[config.mk]
export PLATFORM = sky130hd
export DESIGN_NAME = div_hilo_ctrl
export DESIGN_NICKNAME = d
export VERILOG_FILES = /design/src/rtl/div_hilo_ctrl.sv
export SDC_FILE = /design/constraint.sdc
export NUM_CORES = 1
export LEC_CHECK = 0
export CORE_AREA = 2 2 130 132
export DETAILED_ROUTE_END_ITERATION = 8
export DIE_AREA = 0 0 132 134
export PLACE_DENSITY = 0.85
export REMOVE_ABC_BUFFERS = 1
export SYNTH_ARGS = -nofsm -noshare
export SYNTH_HDL_FRONTEND = slang
export SYNTH_SLANG_ARGS = --single-unit
[constraint.sdc]
create_clock -name clock -period 13.97 [get_ports clock]
set_clock_uncertainty 0.05 [all_clocks]
set_input_delay 4.191 -clock clock [delete_from_list [all_inputs] [get_ports clock]]
set_output_delay 4.191 -clock clock [all_outputs]
set_load 0.03 [all_outputs]
[src/rtl/div_hilo_ctrl.sv]
// Sequencer around an external combinational 32-bit divider that produces HI (remainder) and LO (quotient).
// Optional macro DIV_ZERO_TRAP_EN: a zero divisor completes at once and leaves hi/lo untouched.
module div_hilo_ctrl #(
    parameter int unsigned SETTLE_CYCLES = 4
) (
    input  logic        clock,
    input  logic        clear,
    input  logic        start,
    input  logic        is_signed,
    input  logic [31:0] a_in,
    input  logic [31:0] b_in,
    output logic [31:0] div_dividend,
    output logic [31:0] div_divisor,
    input  logic [63:0] div_z,
    output logic        busy,
    output logic        done,
    output logic        div_by_zero,
    output logic [31:0] hi,
    output logic [31:0] lo
);

    localparam int unsigned W  = 32;
    localparam int unsigned CW = 4;

    typedef enum logic [1:0] {
        IDLE    = 2'd0,
        SETTLE  = 2'd1,
        CAPTURE = 2'd2
    } state_t;

    state_t          state;
    logic [CW-1:0]   cnt;
    logic            neg_q;
    logic            neg_r;
    logic            skip_wr;

    logic [W-1:0]    abs_a;
    logic [W-1:0]    abs_b;
    logic [W-1:0]    q_fix;
    logic [W-1:0]    r_fix;
    logic            b_zero;

    // Magnitudes wrap modulo 2^32, so |0x80000000| stays 0x80000000.
    always_comb begin
        abs_a  = (is_signed && a_in[W-1]) ? W'(~a_in + W'(1)) : a_in;
        abs_b  = (is_signed && b_in[W-1]) ? W'(~b_in + W'(1)) : b_in;
        b_zero = (b_in == '0);
        q_fix  = neg_q ? W'(~div_z[63:32] + W'(1)) : div_z[63:32];
        r_fix  = neg_r ? W'(~div_z[31:0] + W'(1))  : div_z[31:0];
    end

    always_ff @(posedge clock or posedge clear) begin
        if (clear) begin
            state        <= IDLE;
            cnt          <= '0;
            neg_q        <= 1'b0;
            neg_r        <= 1'b0;
            skip_wr      <= 1'b0;
            busy         <= 1'b0;
            done         <= 1'b0;
            div_by_zero  <= 1'b0;
            hi           <= '0;
            lo           <= '0;
            div_dividend <= '0;
            div_divisor  <= '0;
        end else begin
            done <= 1'b0;
            unique case (state)
                IDLE: begin
                    if (start) begin
                        div_dividend <= abs_a;
                        div_divisor  <= abs_b;
                        neg_q        <= is_signed & (a_in[W-1] ^ b_in[W-1]);
                        neg_r        <= is_signed & a_in[W-1];
                        div_by_zero  <= b_zero;
                        cnt          <= CW'(SETTLE_CYCLES);
                        busy         <= 1'b1;
`ifdef DIV_ZERO_TRAP_EN
                        skip_wr      <= b_zero;
                        state        <= b_zero ? CAPTURE : SETTLE;
`else
                        skip_wr      <= 1'b0;
                        state        <= SETTLE;
`endif
                    end
                end
                SETTLE: begin
                    cnt <= cnt - CW'(1);
                    if (cnt == CW'(1)) begin
                        state <= CAPTURE;
                    end
                end
                CAPTURE: begin
                    if (!skip_wr) begin
                        lo <= q_fix;
                        hi <= r_fix;
                    end
                    done  <= 1'b1;
                    busy  <= 1'b0;
                    state <= IDLE;
                end
                default: begin
                    state <= IDLE;
                    busy  <= 1'b0;
                end
            endcase
        end
    end

endmodule

==> summary.txt <==
Setup path
  • Critical R2R Capture: hi[30]
  • Crit end category: flip-flop
  • Reg-to-reg slack, setup: 11.39 ns
  • Cells along the critical path: clkdlybuf4s50_1 -> inv_1 -> ha_1 -> nor4b_1 -> nand3_1 -> o41ai_1 -> xor2_1 -> o21ai_0
  • Worst Reg2Reg Path Length in Cells: 6
  • Buf/Inv on CP: 2
  • CP Capture Point: hi[22]
  • Req. time, crit path: 14.17 ns
  • Critical Path Start: div_z[0]
  • Critical Path Slowest Stage Cell: o41ai_1
  • Cell family with most CP delay: simple AND/OR/NAND/NOR gates
  • Top fanout value on the critical path: 10
  • Slowest stage delay, CP: 0.51 ns
  • Crit path depth: 8
  • Critical path type: in2reg
  • Startpoint Class: input port
  • RR Startpoint: state[0]
  • Critical path arrival: 6.53 ns

Cells and area
  • Inserted Diodes: 0
  • Fin nets: 1279
  • Layout cells sized above 1: 0.0434
  • Area Growth Syn to Fin: 42.4%
  • Fin area: 0.0113 mm^2

Timing
  • Fin crit period: 6.33 ns
  • Slew Viols, Final: 0
  • Slew @ Worst Pin: 1.10 ns
  • RSZ-0062 raised after global routing: false
  • Fmax: 158 MHz
  • Endpoints failing setup: 0
  • Slew headroom: 0.264
  • Setup slack after layout: 7.64 ns
  • Total negative slack: 0 ns
  • Tcrit/Tclk final: 0.453
  • Fin. Hold Viols: 0

Synth
  • Async S/R FF share, synth: 1.00
  • Warning count from the yosys run: 0
  • Post-synth EDFFs: 0
  • Seq/Total Area, Yosys: 0.438
  • Post-synthesis cell area: 0.00795 mm^2
  • Distinct cells, synth: 55
  • Syn Inst Count: 903
  • Synth Register Bits: 139
  • Syn avg cell area: 8.80 um^2
  • Top_reg_cell synth: dfrtp_1

Worst hold path
  • Hold path startpoint: hi[17]
  • Worst Hold Class: reg2reg
  • Worst Hold Depth: 2

Routing
  • Routed WL: 22100 um
  • Via density: 5.51
  • Number of DRC markers in iteration 0: 501
  • Per-cell routed wire length: 16.1 um
  • Routed Antenna Nets: 0
  • DR vias: 7565
  • DRC Markers: 0
  • Iteration count of the initial detailed-routing pass: 5

GRT
  • Vias in the first global route: 7163
  • Largest net degree at the start of global routing: 127
  • Number of antenna violations at the first check in global routing: 0
  • First-pass GRT wire length: 35900 um
  • GRT Total Usage: 0.250
  • Grt ovf: 0

Placement
  • Gp weighted congestion: 0.841
  • DP Wirelength: 15600 um
  • Placed cell areas: 0.0107 mm^2
  • Pre-CTS WS: 7.30 ns
  • Port Buffers: 262

Clocking
  • Clock Sinks: 139
  • CTS Buffer Depth: 2
  • H-tree depth: 4
  • Clock transition at path regs: 0.06 ns
  • CTS root buf: clkbuf_16
  • CTS resizes: 0
  • Number of CTS-inserted buffers: 17
  • Post-CTS setup buffer count: 0
  • Clk_lat worst skew: 0.41 ns
  • CTS tree: yes
  • Hold_buf cts: 0

Power and ir drop
  • Comb pwr share: 0.497
  • Maximum VDD drop: 0.123 mV
  • Seq pwr share: 0.306
  • Clock group share of total power: 0.197
  • Sw frac: 0.417
  • Sw power: 0.984 mW
  • Pwr dens: 209 mW/mm^2
  • Int Power: 1.38 mW
  • P_leak: 4.61 nW

Floorplanning
  • Initial Utilization: 0.488
  • Die ar.: 0.0177 mm^2
  • Ports: 263
  • Site row count: 47
  • Die H: 134 um
  • Core ar.: 0.0163 mm^2
  • Die Wd: 132 um

Status
  • Status: finished clean

Job
  • MaxCap Viol Count: 0
[synthesized netlist by cell type (2+ instances only)]
cell type  number  area [um^2]
o41ai_1        17          149
o21ai_1         2         10.0
and3_1          4         25.0
nor4_1          8         50.1
nor2_1         52          195
and2_1          5         31.3
nand3_1        15         75.1
a21oi_1        15         75.1
or4_1          10         75.1
nand3b_1        2         15.0
a211o_1         3         26.3
xnor2_1        38          333
buf_1           2         7.51
dfrtp_1       139         3480
nor4_2          5         62.6
or3_1           5         31.3
nor2b_1         3         18.8
o211ai_1        2         15.0
nor4_4          2         42.5
and4b_1         3         30.0
o21ai_0       145          726
ha_1            6         75.1
a31oi_1        16          100
mux2i_1         5         50.1
clkbuf_1       43          161
o31ai_1        31          233
nand4b_1        9         78.8
xor2_1         73          639
or3b_1          2         17.5
nand4_1         5         31.3
nor3b_1         7         52.6
inv_1          22         82.6
nor3_1         22          110
a41oi_1         3         26.3
nand2b_1        4         25.0
a211oi_1        3         22.5
nand2_1       157          589
[through the flow]
stage,hold WS (ns),utilization,total power [mW],std cells
final,0.428,0.695,2.36,1372
after global placement,0.402,0.658,1.87,1342
after detailed placement,0.419,0.658,1.90,1342
after global routing,0.456,0.695,2.50,1372
after floorplan,0.408,-,1.38,857
after CTS,0.432,0.695,2.38,1372
[worst min-delay path, cell delays in order, from the launching register on]
cell,delay (ns)
dfrtp_1,0.34
nand2_1,0.04
o21ai_0,0.06
[area by class of cell]
cell class,instances,area (um^2)
clock buffer,23,488
clock inverter,7,114
fill,1256,4970
inverter,22,87.6
multi-input combinational,696,4230
sequential,139,3480
tap,220,275
timing repair buffer,265,2650
[cell usage in the layout (no fill, tap or decap), types with 21 or more instances in the layout]
cell and instances:
clkdlybuf4s50_1 262, dfrtp_1 139, inv_1 21, nand2_1 157, nor2_1 52, nor3_1 22
o21ai_0 145, o31ai_1 31, xnor2_1 38, xor2_1 73
[worst min path at each step]
stage                       endpoint  slack [ns]
floorplan                     cnt[3]        0.41
global placement         div_by_zero        0.40
detailed placement            hi[17]        0.42
CTS                           lo[31]        0.43
global route        div_dividend[15]        0.46
finish                        hi[17]        0.43
[power groups by stage]
| stage | combinational (mW) | clock, mW | sequential (mW) |
|---|---|---|---|
| 4_1_cts | 1.18 | 0.471 | 0.721 |
| 3_5_place_dp | 1.18 | 0 | 0.723 |
| 6_report | 1.17 | 0.465 | 0.721 |
| 2_1_floorplan | 0.314 | 0 | 1.06 |
| 3_3_place_gp | 1.16 | 0 | 0.717 |
| 5_1_grt | 1.26 | 0.494 | 0.749 |
[cell families (layout without fill, tap and decap cells)]
logic type / count (synthesis) / count (layout) / share of synthesized area
AO/OA/AOI/OAI: 242 / 242 / 0.180
XOR/XNOR: 111 / 111 / 0.122
adder cells (fa/ha/maj): 6 / 6 / 0.00945
buffers and inverters: 68 / 317 / 0.0323
flip-flops: 139 / 139 / 0.438
multiplexers: 6 / 6 / 0.00772
AND/OR/NAND/NOR: 331 / 331 / 0.211
[sequential cells by signal, indices dropped and copies added, names as in the netlist]
name	count
state	2
neg_q	1
busy	1
neg_r	1
div_by_zero	1
div_divisor	32
lo	32
div_dividend	32
hi	32
done	1
cnt	4
[routing by layer]
metal / up-vias / wire (um) / global-route usage
met1: 3549 / 9480 / 0.325
met5: - / 0 / 0
li1: 3672 / - / -
met4: 0 / 430 / 0.0791
met3: 39 / 1790 / 0.0658
met2: 305 / 10400 / 0.411
Note: power is estimated with default switching activity, not from simulation.
